[config.mk]
export PLATFORM = sky130hd
export DESIGN_NAME = tic_tac_toe
export DESIGN_NICKNAME = d
export VERILOG_FILES = /design/src/rtl/tic_tac_toe.sv
export SDC_FILE = /design/constraint.sdc
export NUM_CORES = 1
export LEC_CHECK = 0
export CAP_MARGIN = 30
export CORE_ASPECT_RATIO = 1.25
export CORE_UTILIZATION = 40
export CTS_BUF_LIST = sky130_fd_sc_hd__clkbuf_16
export CTS_CLUSTER_SIZE = 20
export DETAILED_ROUTE_END_ITERATION = 6
export SLEW_MARGIN = 40
export SYNTH_ARGS = -nofsm -noshare
export SYNTH_HDL_FRONTEND = slang
export SYNTH_SLANG_ARGS = --single-unit
export TNS_END_PERCENT = 100
[constraint.sdc]
create_clock -name clk -period 5.44 [get_ports clk]
set_clock_uncertainty 0.1 [all_clocks]
set_input_delay 0.816 -clock clk [delete_from_list [all_inputs] [get_ports clk]]
set_output_delay 0.816 -clock clk [all_outputs]
set_load 0.005 [all_outputs]
[src/rtl/tic_tac_toe.sv]
// rtl/tic_tac_toe.sv - two-party tic-tac-toe controller with move legality and win/draw detection
module tic_tac_toe (
    input  logic        clk,
    input  logic        rst,
    input  logic        play,
    input  logic [3:0]  player_pos,
    input  logic [3:0]  comp_pos,
    output logic        who1,
    output logic [1:0]  winner,
    output logic        game_over,
    output logic        turn,
    output logic [17:0] board
);

    typedef enum logic [1:0] {
        IDLE        = 2'd0,
        PLAYER_TURN = 2'd1,
        COMP_TURN   = 2'd2,
        GAME_OVER   = 2'd3
    } state_t;

    localparam logic [1:0] MARK_X = 2'b01;
    localparam logic [1:0] MARK_O = 2'b10;

    state_t      state;
    logic [3:0]  prev_player;
    logic [3:0]  prev_comp;

    logic [3:0]  move_pos;
    logic [1:0]  mark;
    logic        move_seen;
    logic        move_legal;
    logic [17:0] next_board;
    logic        board_full;
    logic        line_done;

    // True when cells a, b and c (0-based) of board b_in all hold mark m
    function automatic logic owns3(input logic [17:0] b_in, input logic [1:0] m,
                                   input int a, input int b, input int c);
        return (b_in[2*a +: 2] == m) && (b_in[2*b +: 2] == m) && (b_in[2*c +: 2] == m);
    endfunction

    // Detect the active side's move, check legality and evaluate the board it would produce
    always_comb begin
        move_pos   = (state == COMP_TURN) ? comp_pos : player_pos;
        mark       = (state == COMP_TURN) ? MARK_O : MARK_X;
        move_seen  = ((state == PLAYER_TURN) && (player_pos != prev_player)) ||
                     ((state == COMP_TURN)   && (comp_pos   != prev_comp));
        move_legal = 1'b0;
        next_board = board;
        // Only values 1..9 can match a cell, so out-of-range positions are never legal
        for (int i = 0; i < 9; i++) begin
            if ((move_pos == 4'(i + 1)) && (board[2*i +: 2] == 2'b00)) begin
                move_legal           = move_seen;
                next_board[2*i +: 2] = mark;
            end
        end
        board_full = 1'b1;
        for (int i = 0; i < 9; i++) begin
            if (next_board[2*i +: 2] == 2'b00) begin
                board_full = 1'b0;
            end
        end
        line_done = owns3(next_board, mark, 0, 1, 2) | owns3(next_board, mark, 3, 4, 5) |
                    owns3(next_board, mark, 6, 7, 8) | owns3(next_board, mark, 0, 3, 6) |
                    owns3(next_board, mark, 1, 4, 7) | owns3(next_board, mark, 2, 5, 8) |
                    owns3(next_board, mark, 0, 4, 8) | owns3(next_board, mark, 2, 4, 6);
    end

    // Game FSM: board, turn and result registers; prev registers track both inputs every edge
    always_ff @(posedge clk or negedge rst) begin
        if (!rst) begin
            state       <= IDLE;
            board       <= '0;
            winner      <= 2'b00;
            who1        <= 1'b0;
            game_over   <= 1'b0;
            turn        <= 1'b0;
            prev_player <= '0;
            prev_comp   <= '0;
        end else begin
            prev_player <= player_pos;
            prev_comp   <= comp_pos;
            case (state)
                IDLE, GAME_OVER: begin
                    if (play) begin
                        state     <= PLAYER_TURN;
                        board     <= '0;
                        winner    <= 2'b00;
                        who1      <= 1'b0;
                        game_over <= 1'b0;
                        turn      <= 1'b0;
                    end
                end
                PLAYER_TURN, COMP_TURN: begin
                    if (move_legal) begin
                        board <= next_board;
                        if (line_done) begin
                            state     <= GAME_OVER;
                            game_over <= 1'b1;
                            winner    <= (state == PLAYER_TURN) ? 2'b01 : 2'b10;
                            who1      <= (state == PLAYER_TURN);
                        end else if (board_full) begin
                            state     <= GAME_OVER;
                            game_over <= 1'b1;
                            winner    <= 2'b11;
                            who1      <= 1'b0;
                        end else begin
                            state <= (state == PLAYER_TURN) ? COMP_TURN : PLAYER_TURN;
                            turn  <= (state == PLAYER_TURN);
                        end
                    end
                end
                default: state <= IDLE;
            endcase
        end
    end

endmodule

==> results.json, run 1 <==
{
  "ys.flop_type": "dfrtp_1",
  "vias_per_cell": 5.89,
  "fill_cells": 551,
  "tightest_slew_ns": 0.609,
  "synthTopCellsByCount": "nor2_1, dfrtp_1, o21ai_0, a21oi_1",
  "num_antenna_cells": 0,
  "run_status": "finished with violations",
  "tns_ns": 0,
  "grt_antenna_before_repair": 0,
  "synth_fp_nets": 270,
  "end_kind": "register",
  "num-nets-final": 298,
  "cts_resized": 0,
  "clk_latency_ns": 0.27,
  "muxShareOfSynthArea": 0.0288,
  "core_area_um2": 5560,
  "hold_class": "reg -> reg",
  "htree_levels": 2,
  "p_leak_nw": 1.16,
  "ys_warn_count": 0,
  "grt_start_max_net_pins": 34,
  "path_class": "in -> reg",
  "synth_area_leaders": "dfrtp_1, nor2_1, o21ai_0",
  "syn2layout_area_growth_pct": 19.8,
  "syn_avg_cell_area_um2": 9.14,
  "port_buffers": 33,
  "place_area_um2": 2680,
  "slew_violations": 0,
  "post-route-min-period_ns": 3.60,
  "drive_gt1_frac": 0.133,
  "synthAdderAreaFrac": 0.0107,
  "grtUsageTotal": 0.213,
  "start_util": 0.423,
  "setup_violations": 0,
  "routed-via-count": 2057,
  "synth_top_family_by_area": "simple AND/OR/NAND/NOR gates",
  "row_count": 30,
  "die_h_um": 87.7,
  "synth.yosys.seq_area_share": 0.352,
  "p_per_area_nw_per_um2": 365,
  "cts_num_sinks": 33,
  "synthCells": 257,
  "fmax_mhz": 278,
  "ir_drop_mv": 0.236,
  "top_level_ports": 34,
  "synth.largest_area_cell": "dfrtp_1",
  "wire_per_inst_um": 18.0,
  "cts-root-buf": "clkbuf_16",
  "path_clk_slew_ns": 0.05,
  "drtPass1Iterations": 6,
  "total_power_mw": 1.03,
  "synth_compound_gate_area_share": 0.247,
  "async_flop_share": 1.00,
  "post-route-period-util": 0.661,
  "synth_edf_count": 0,
  "first_global_vias": 1965,
  "drt_iter0_markers": 233,
  "slew_headroom": 0.592,
  "crit_required_ns": 5.55,
  "dp_hpwl_um": 4680,
  "die-area_um2": 6180,
  "finalHoldViolCount": 0,
  "rsz0062_at_grt": "no",
  "violations": "design-rule violations",
  "cts_buffers": 5,
  "cts_setup_buffers": 0,
  "multi_input_area_um2": 1380,
  "fin_area_um2": 2810,
  "die_w_um": 70.5,
  "synthDominantCellAreaShare": 0.352,
  "holdBufCountCts": 0,
  "cp-start-kind": "primary input",
  "wirelength_um": 6300,
  "drtAntennaViolNets": 0,
  "yosys.area_share.simple": 0.269,
  "drcViolationCount": 4,
  "grt_overflow": 0,
  "grt_pass1_wl_um": 10100,
  "synth-xor-area-share": 0.0298,
  "synth_area_um2": 2350,
  "routabilityCongestion": 0.888,
  "ys_seq_elements": 33,
  "cts_tree": "built",
  "yosysMostFrequentCell": "nor2_1",
  "drv_cap": 0,
  "cp_max_fo": 13,
  "clockBufferDepth": 2,
  "synth.distinct_cells": 65,
  "ff_latch_area_um2": 826,
  "arrival_ns": 3.71
}
==> report_power, final <==
group | internal, mW | switching, mW
Clock | 0.163 | 0.0943
Sequential | 0.287 | 0.0464
Combinational | 0.199 | 0.237
Total | 0.650 | 0.378
==> layer usage <==
metal | routed length [µm] | GRT usage
met5 | 0 | 0
met4 | 107 | 0.0782
met3 | 291 | 0.0437
met2 | 3020 | 0.350
met1 | 2880 | 0.279
==> stage by stage <==
stage	utilization	std cells	worst slack, ns	hold slack (ns)
after floorplan	-	257	2.64	0.373
after global placement	0.482	342	1.66	0.415
after detailed placement	0.482	342	1.65	0.400
after CTS	0.506	349	1.84	0.422
after global routing	0.506	349	1.63	0.430
final	0.506	349	1.84	0.427
==> cells by family after synthesis <==
kind of cell             count (synthesis)
AND/OR/NAND/NOR                        101
AO/OA/AOI/OAI                           80
flip-flops                              33
buffers and inverters                   27
XOR/XNOR                                 8
multiplexers                             6
adder cells (fa/ha/maj)                  2
==> area by class of cell <==
cell class / count / share of cell area
multi-input cells: 197 / 0.489
repair buffers: 36 / 0.125
flip-flops and latches: 33 / 0.294
clock inverters: 2 / 0.00267
well taps: 64 / 0.0285
inverters: 12 / 0.0160
clock buffers: 5 / 0.0445
==> worst max-delay path, cell delays in order <==
cell             delay (ns)
clkdlybuf4s50_1        0.74
nor4bb_1               0.50
mux2i_1                0.22
o221ai_2               0.23
o41ai_2                0.10
buf_4                  0.19
nor2_1                 0.48
nor4b_1                0.29
o21a_1                 0.14
==> final timing paths <==
path / from / slack, ns / to / cells after the start
worst max register to register: state[0] / 2.17 / turn / 11
worst min register to register: turn / 0.43 / turn / 1
max in group asynchronous: rst / 4.07 / prev_player[3] / 2
worst min-delay path: turn / 0.43 / turn / 1
min in group asynchronous: rst / 0.85 / board[2] / 2
worst max-delay path: player_pos[0] / 1.84 / board[1] / 9
==> placed cells by master, fill, tap and decap left out, types with 2 or more instances in the layout <==
master	synthesis	layout
o211ai_1	3	3
o21ai_1	5	5
dfrtp_1	33	33
nor3_1	5	5
nor4bb_1	5	5
nor2_1	37	37
nor2b_1	5	5
nor3b_1	4	4
o22ai_1	2	2
clkdlybuf4s50_1	0	33
nor4b_1	7	7
a22o_1	6	6
and4b_1	2	2
mux2i_1	3	3
nor2_2	2	2
xor2_1	8	8
o21a_1	2	2
nand2_1	10	10
nand3_2	2	2
a21oi_1	12	12
o41ai_1	4	4
o21ai_0	21	21
inv_2	2	2
or2_2	3	3
o21ai_2	2	2
clkbuf_16	0	5
a22oi_1	3	3
and4bb_1	2	2
nand3_1	2	2
and3b_1	4	4
buf_4	5	3
inv_1	10	11
a31oi_1	3	3
nor3b_2	3	3
==> sequential cells by signal, summed over array words and instances, names as in the netlist <==
signal	flops
prev_player	4
winner	2
prev_comp	4
board	18
who1	1
game_over	1
state	2
turn	1
Note: power is estimated with default switching activity, not from simulation.
==> inputs of run 2 (changes only) <==
==> constraint.sdc (replaced) <==
create_clock -name clk -period 3.7 [get_ports clk]
set_clock_uncertainty 0.1 [all_clocks]
set_input_delay 0.555 -clock clk [delete_from_list [all_inputs] [get_ports clk]]
set_output_delay 0.555 -clock clk [all_outputs]
set_load 0.005 [all_outputs]
==> run 2 against run 1 <==
Effect of this change: the run still ends with design-rule violations left; utilization up 1.4 points; design area up 2.8%; sequential power up 46%; critical path type unchanged; first-iteration DRC count down 13%; sequential cell count unchanged; critical path depth up 1; routed wire length up 1.6%; non-clock buffer count up 9; clock-buffer cell count unchanged; via count up 1.7%.
==> results.json, run 2 (synthesis gave the netlist of run 1 again) <==
{
  "run_status": "finished with violations",
  "violations": "design-rule violations",
  "wire_per_inst_um": 17.9,
  "slowest_delay_ns": 0.60,
  "vias_per_cell": 5.84,
  "finalHoldViolCount": 0,
  "grt_use_met2": 0.378,
  "num_antenna_cells": 0,
  "multi_input_area_um2": 1370,
  "met3_usage": 0.0357,
  "num-nets-final": 307,
  "p_int_mw": 0.967,
  "die-area_um2": 6180,
  "layout_common_cells": "nor2_1, dfrtp_1, clkdlybuf4s50_1",
  "path_delay_family": "compound AO/OA/AOI/OAI gates",
  "die_h_um": 87.7,
  "combPwrFrac": 0.430,
  "tns_ns": 0,
  "cts_tree": "built",
  "first_global_vias": 2017,
  "clockBufferDepth": 2,
  "drv_cap": 0,
  "end_kind": "register",
  "dp_hpwl_um": 4890,
  "dp_cells": 351,
  "cts_setup_buffers": 0,
  "p_per_area_nw_per_um2": 529,
  "routabilityCongestion": 0.921,
  "cp-start-kind": "primary input",
  "path_clk_slew_ns": 0.05,
  "ir_drop_mv": 0.313,
  "crit_required_ns": 3.76,
  "post-route-min-period_ns": 3.19,
  "start_util": 0.423,
  "grtUsageTotal": 0.220,
  "grt.busiest_layer": "met2",
  "grt_antenna_before_repair": 0,
  "regMostFlops": "board",
  "htree_levels": 2,
  "holdBufCountCts": 0,
  "grt_overflow": 0,
  "drtAntennaViolNets": 0,
  "fmax_mhz": 314,
  "r2r_start": "state[0]",
  "p_leak_nw": 1.21,
  "grt_start_max_net_pins": 34,
  "port_buffers": 33,
  "swShare": 0.368,
  "cp_max_fo": 10,
  "ff_latch_area_um2": 826,
  "cp_cell_sequence": "clkdlybuf4s50_1 -> buf_4 -> and4b_1 -> o21ai_0 -> a22oi_1 -> o31ai_4 -> nand3_2 -> or2_4 -> o21ai_2 -> mux2_4",
  "largest_reg_flops": 18,
  "cts_buffers": 5,
  "grt_pass1_wl_um": 10400,
  "stdcell_count": 358,
  "p_clk_frac": 0.251,
  "cts_num_sinks": 33,
  "wirelength_um": 6400,
  "routed-via-count": 2092,
  "slowest_stage": "clkdlybuf4s50_1",
  "cts_resized": 0,
  "core_area_um2": 5560,
  "die_w_um": 70.5,
  "drive_gt1_frac": 0.156,
  "path_class": "in -> reg",
  "drcViolationCount": 4,
  "cts-root-buf": "clkbuf_16",
  "post-route-period-util": 0.861,
  "drtPass1Iterations": 6,
  "top_level_ports": 34,
  "final_common_cell": "nor2_1",
  "grt_util_met1": 0.281,
  "pwr-share-seq": 0.319,
  "setup_violations": 0,
  "drt_iter0_markers": 203,
  "top_regs": "board: 18 flops, prev_comp: 4 flops, prev_player: 4 flops",
  "slew_headroom": 0.627,
  "row_count": 30,
  "clk_latency_ns": 0.28,
  "hold_class": "reg -> reg",
  "syn2layout_area_growth_pct": 23.1,
  "cp-startpoint": "player_pos[1]",
  "min-delay-start": "game_over",
  "arrival_ns": 3.25,
  "rsz0062_at_grt": "no",
  "fill_cells": 533,
  "switchingPower_mw": 0.563,
  "slew_violations": 0,
  "path_buf_inv": 2,
  "tightest_slew_ns": 0.558
}
run 2: worst paths after layout:
check	endpoint	slack, ns	cells past startpoint
setup / recovery	turn	0.51	10
hold reg to reg	game_over	0.40	2
setup reg to reg	turn	0.60	11
hold / removal	game_over	0.40	2
min in group asynchronous	board[2]	0.58	2
max in group asynchronous	prev_comp[1]	2.60	2
run 2: area by class of cell:
| type | count | area share |
|---|---|---|
| timing repair buffer | 45 | 0.150 |
| clock inverter | 2 | 0.00260 |
| multi-input combinational | 197 | 0.475 |
| sequential | 33 | 0.286 |
| clock buffer | 5 | 0.0433 |
| tap | 64 | 0.0277 |
| inverter | 12 | 0.0156 |
run 2: power groups by stage:
stage / combinational, mW / sequential [mW] / clock (mW)
5_1_grt: 0.726 / 0.498 / 0.405
3_3_place_gp: 0.658 / 0.494 / 0
4_1_cts: 0.662 / 0.489 / 0.391
2_1_floorplan: 0.431 / 0.483 / 0
6_report: 0.658 / 0.489 / 0.383
3_5_place_dp: 0.657 / 0.493 / 0
run 2: per-layer routing:
metal,vias up,wire length [µm]
li1,1022,-
met1,1006,2960
met2,55,3080
met3,9,267
met4,0,92
met5,-,0
run 2: per-stage QoR:
step	power, mW	worst slack [ns]	util	cell area [µm²]	hold WS, ns
after floorplan	0.914	1.15	-	2350	0.159
after global placement	1.15	0.203	0.496	2760	0.385
after detailed placement	1.15	0.252	0.496	2760	0.373
after CTS	1.54	0.534	0.520	2890	0.405
after global routing	1.63	0.360	0.520	2890	0.413
final	1.53	0.515	0.520	2890	0.399
run 2: worst register-to-register path: stages, from the launching register on:
cell,delay [ns]
dfrtp_1,0.37
inv_1,0.06
ha_1,0.35
buf_12,0.24
nor3b_2,0.20
o22ai_2,0.34
a221oi_2,0.14
o31ai_4,0.29
nand3_2,0.16
or2_4,0.28
o21ai_2,0.14
mux2_4,0.31
==> inputs of run 3 (changes only) <==
--- a/config.mk
+++ b/config.mk
@@ -7,6 +7,7 @@
 export LEC_CHECK = 0
 export CAP_MARGIN = 30
 export CORE_ASPECT_RATIO = 1.25
+export CORE_MARGIN = 4
 export CORE_UTILIZATION = 40
 export CTS_BUF_LIST = sky130_fd_sc_hd__clkbuf_16
 export CTS_CLUSTER_SIZE = 20
==> run 3 against run 2 <==
Effect of this change: largest cell class unchanged; routed wire length is 2.2% higher; register-to-register slack worse by 0.11 ns; clock power about the same; combinational power hardly changed; non-clock buffer count is 3 lower; cell count fell by 0.84%; fmax decreased by 0.90%; largest power group unchanged; the flow now finishes without violations; design area is 1.2% lower; highest routed layer unchanged; sequential share of layout area is 0.35 points higher; utilization decreased by 0.63 points; die area up 16%.
==> results.json, run 3 (synthesis gave the netlist of run 1 again) <==
{
  "top_level_ports": 34,
  "routabilityCongestion": 0.901,
  "hold_class": "reg -> reg",
  "htree_levels": 2,
  "vias_per_cell": 5.86,
  "pwr-share-seq": 0.320,
  "holdBufCountCts": 0,
  "drive_gt1_frac": 0.148,
  "crit_required_ns": 3.74,
  "grt_start_max_net_pins": 34,
  "drcViolationCount": 0,
  "pre_cts_ws_ns": 0.235,
  "combPwrFrac": 0.431,
  "cp_max_fo": 19,
  "fmax_mhz": 311,
  "die-area_um2": 7170,
  "row_count": 30,
  "switchingPower_mw": 0.566,
  "tns_ns": 0,
  "setup_violations": 0,
  "num-nets-final": 304,
  "worst_slack_ns": 0.486,
  "path_class": "reg -> reg",
  "die_w_um": 76.5,
  "cp-start-kind": "register",
  "core_area_um2": 5560,
  "clockBufferDepth": 2,
  "cts_resized": 0,
  "swShare": 0.370,
  "grtUsageTotal": 0.187,
  "end_kind": "register",
  "slew_violations": 0,
  "drv_cap": 0,
  "arrival_ns": 3.26,
  "layout_common_cells": "nor2_1, dfrtp_1, clkdlybuf4s50_1",
  "post-route-min-period_ns": 3.21,
  "ir_drop_mv": 0.392,
  "dp_hpwl_um": 5000,
  "cts_tree": "built",
  "regMostFlops": "board",
  "p_per_area_nw_per_um2": 536,
  "finalHoldViolCount": 0,
  "num_antenna_cells": 0,
  "slew_headroom": 0.527,
  "grt_pass1_wl_um": 10500,
  "tightest_slew_ns": 0.710,
  "wire_per_inst_um": 18.4,
  "cts_num_sinks": 33,
  "largest_reg_flops": 18,
  "clk_latency_ns": 0.27,
  "first_global_vias": 2001,
  "p_int_mw": 0.965,
  "rsz0062_at_grt": "no",
  "p_clk_frac": 0.249,
  "port_buffers": 33,
  "final_common_cell": "nor2_1",
  "drtAntennaViolNets": 0,
  "cts_setup_buffers": 0,
  "grt_overflow": 0,
  "wirelength_um": 6540,
  "cts_buffers": 5,
  "p_leak_nw": 1.20,
  "syn2layout_area_growth_pct": 21.6,
  "drt_iter0_markers": 150,
  "run_status": "finished clean",
  "cts-root-buf": "clkbuf_16",
  "drtPass1Iterations": 5,
  "die_h_um": 93.7,
  "routed-via-count": 2079,
  "top_regs": "board: 18 flops, prev_comp: 4 flops, prev_player: 4 flops",
  "grt_antenna_before_repair": 0,
  "path_clk_slew_ns": 0.05,
  "start_util": 0.423,
  "post-route-period-util": 0.869
}
run 3: changes by cell type in the layout (fill, tap and decap cells not counted):
cell    delta
buf_4      -2
buf_12     -1
run 3: critical path: stages, from the launching register on:
cell and delay (ns):
dfrtp_1 0.39, inv_1 0.07, ha_1 0.61, inv_2 0.24, mux2i_1 0.34, o221ai_2 0.18, o41ai_2 0.41, buf_4 0.26
nor2_2 0.09, buf_4 0.16, a31oi_1 0.17, nor2_1 0.06
run 3: per-layer routing:
metal	GRT usage	part of all wire
met1	0.239	0.44
met2	0.330	0.50
met3	0.0307	0.044
met4	0.0453	0.011
met5	0	0
run 3: layout make-up:
type	instances	area, µm²
Fill cell	550	2700
Multi-Input combinational cell	197	1370
Tap cell	64	80.1
Timing Repair Buffer	42	398
Clock inverter	2	7.51
Inverter	12	45.0
Sequential cell	33	826
Clock buffer	5	125
run 3: metrics by stage:
stage          hold slack, ns  cells  instance area [µm²]   util  total power [mW]
6_report                0.386    355                 2860  0.514              1.53
5_1_grt                 0.443    355                 2860  0.514              1.63
4_1_cts                 0.391    355                 2860  0.514              1.55
3_5_place_dp            0.380    348                 2720  0.490              1.15
3_3_place_gp            0.372    348                 2720  0.490              1.15
2_1_floorplan           0.159    257                 2350      -             0.914
run 3: final timing paths:
kind	startpoint	end	slack, ns	depth (start not counted)
worst max register to register	state[0]	board[6]	0.49	11
min in group asynchronous	rst	board[17]	0.60	2
max in group asynchronous	rst	turn	2.60	2
worst min-delay path	game_over	game_over	0.39	2
worst max-delay path	state[0]	board[6]	0.49	11
worst min register to register	game_over	game_over	0.39	2
run 3: power by group through the flow:
stage	Clock, mW	Sequential [mW]	Combinational [mW]
floorplan	0	0.483	0.431
global placement	0	0.494	0.659
detailed placement	0	0.493	0.659
CTS	0.394	0.489	0.663
global route	0.408	0.500	0.722
finish	0.381	0.490	0.660
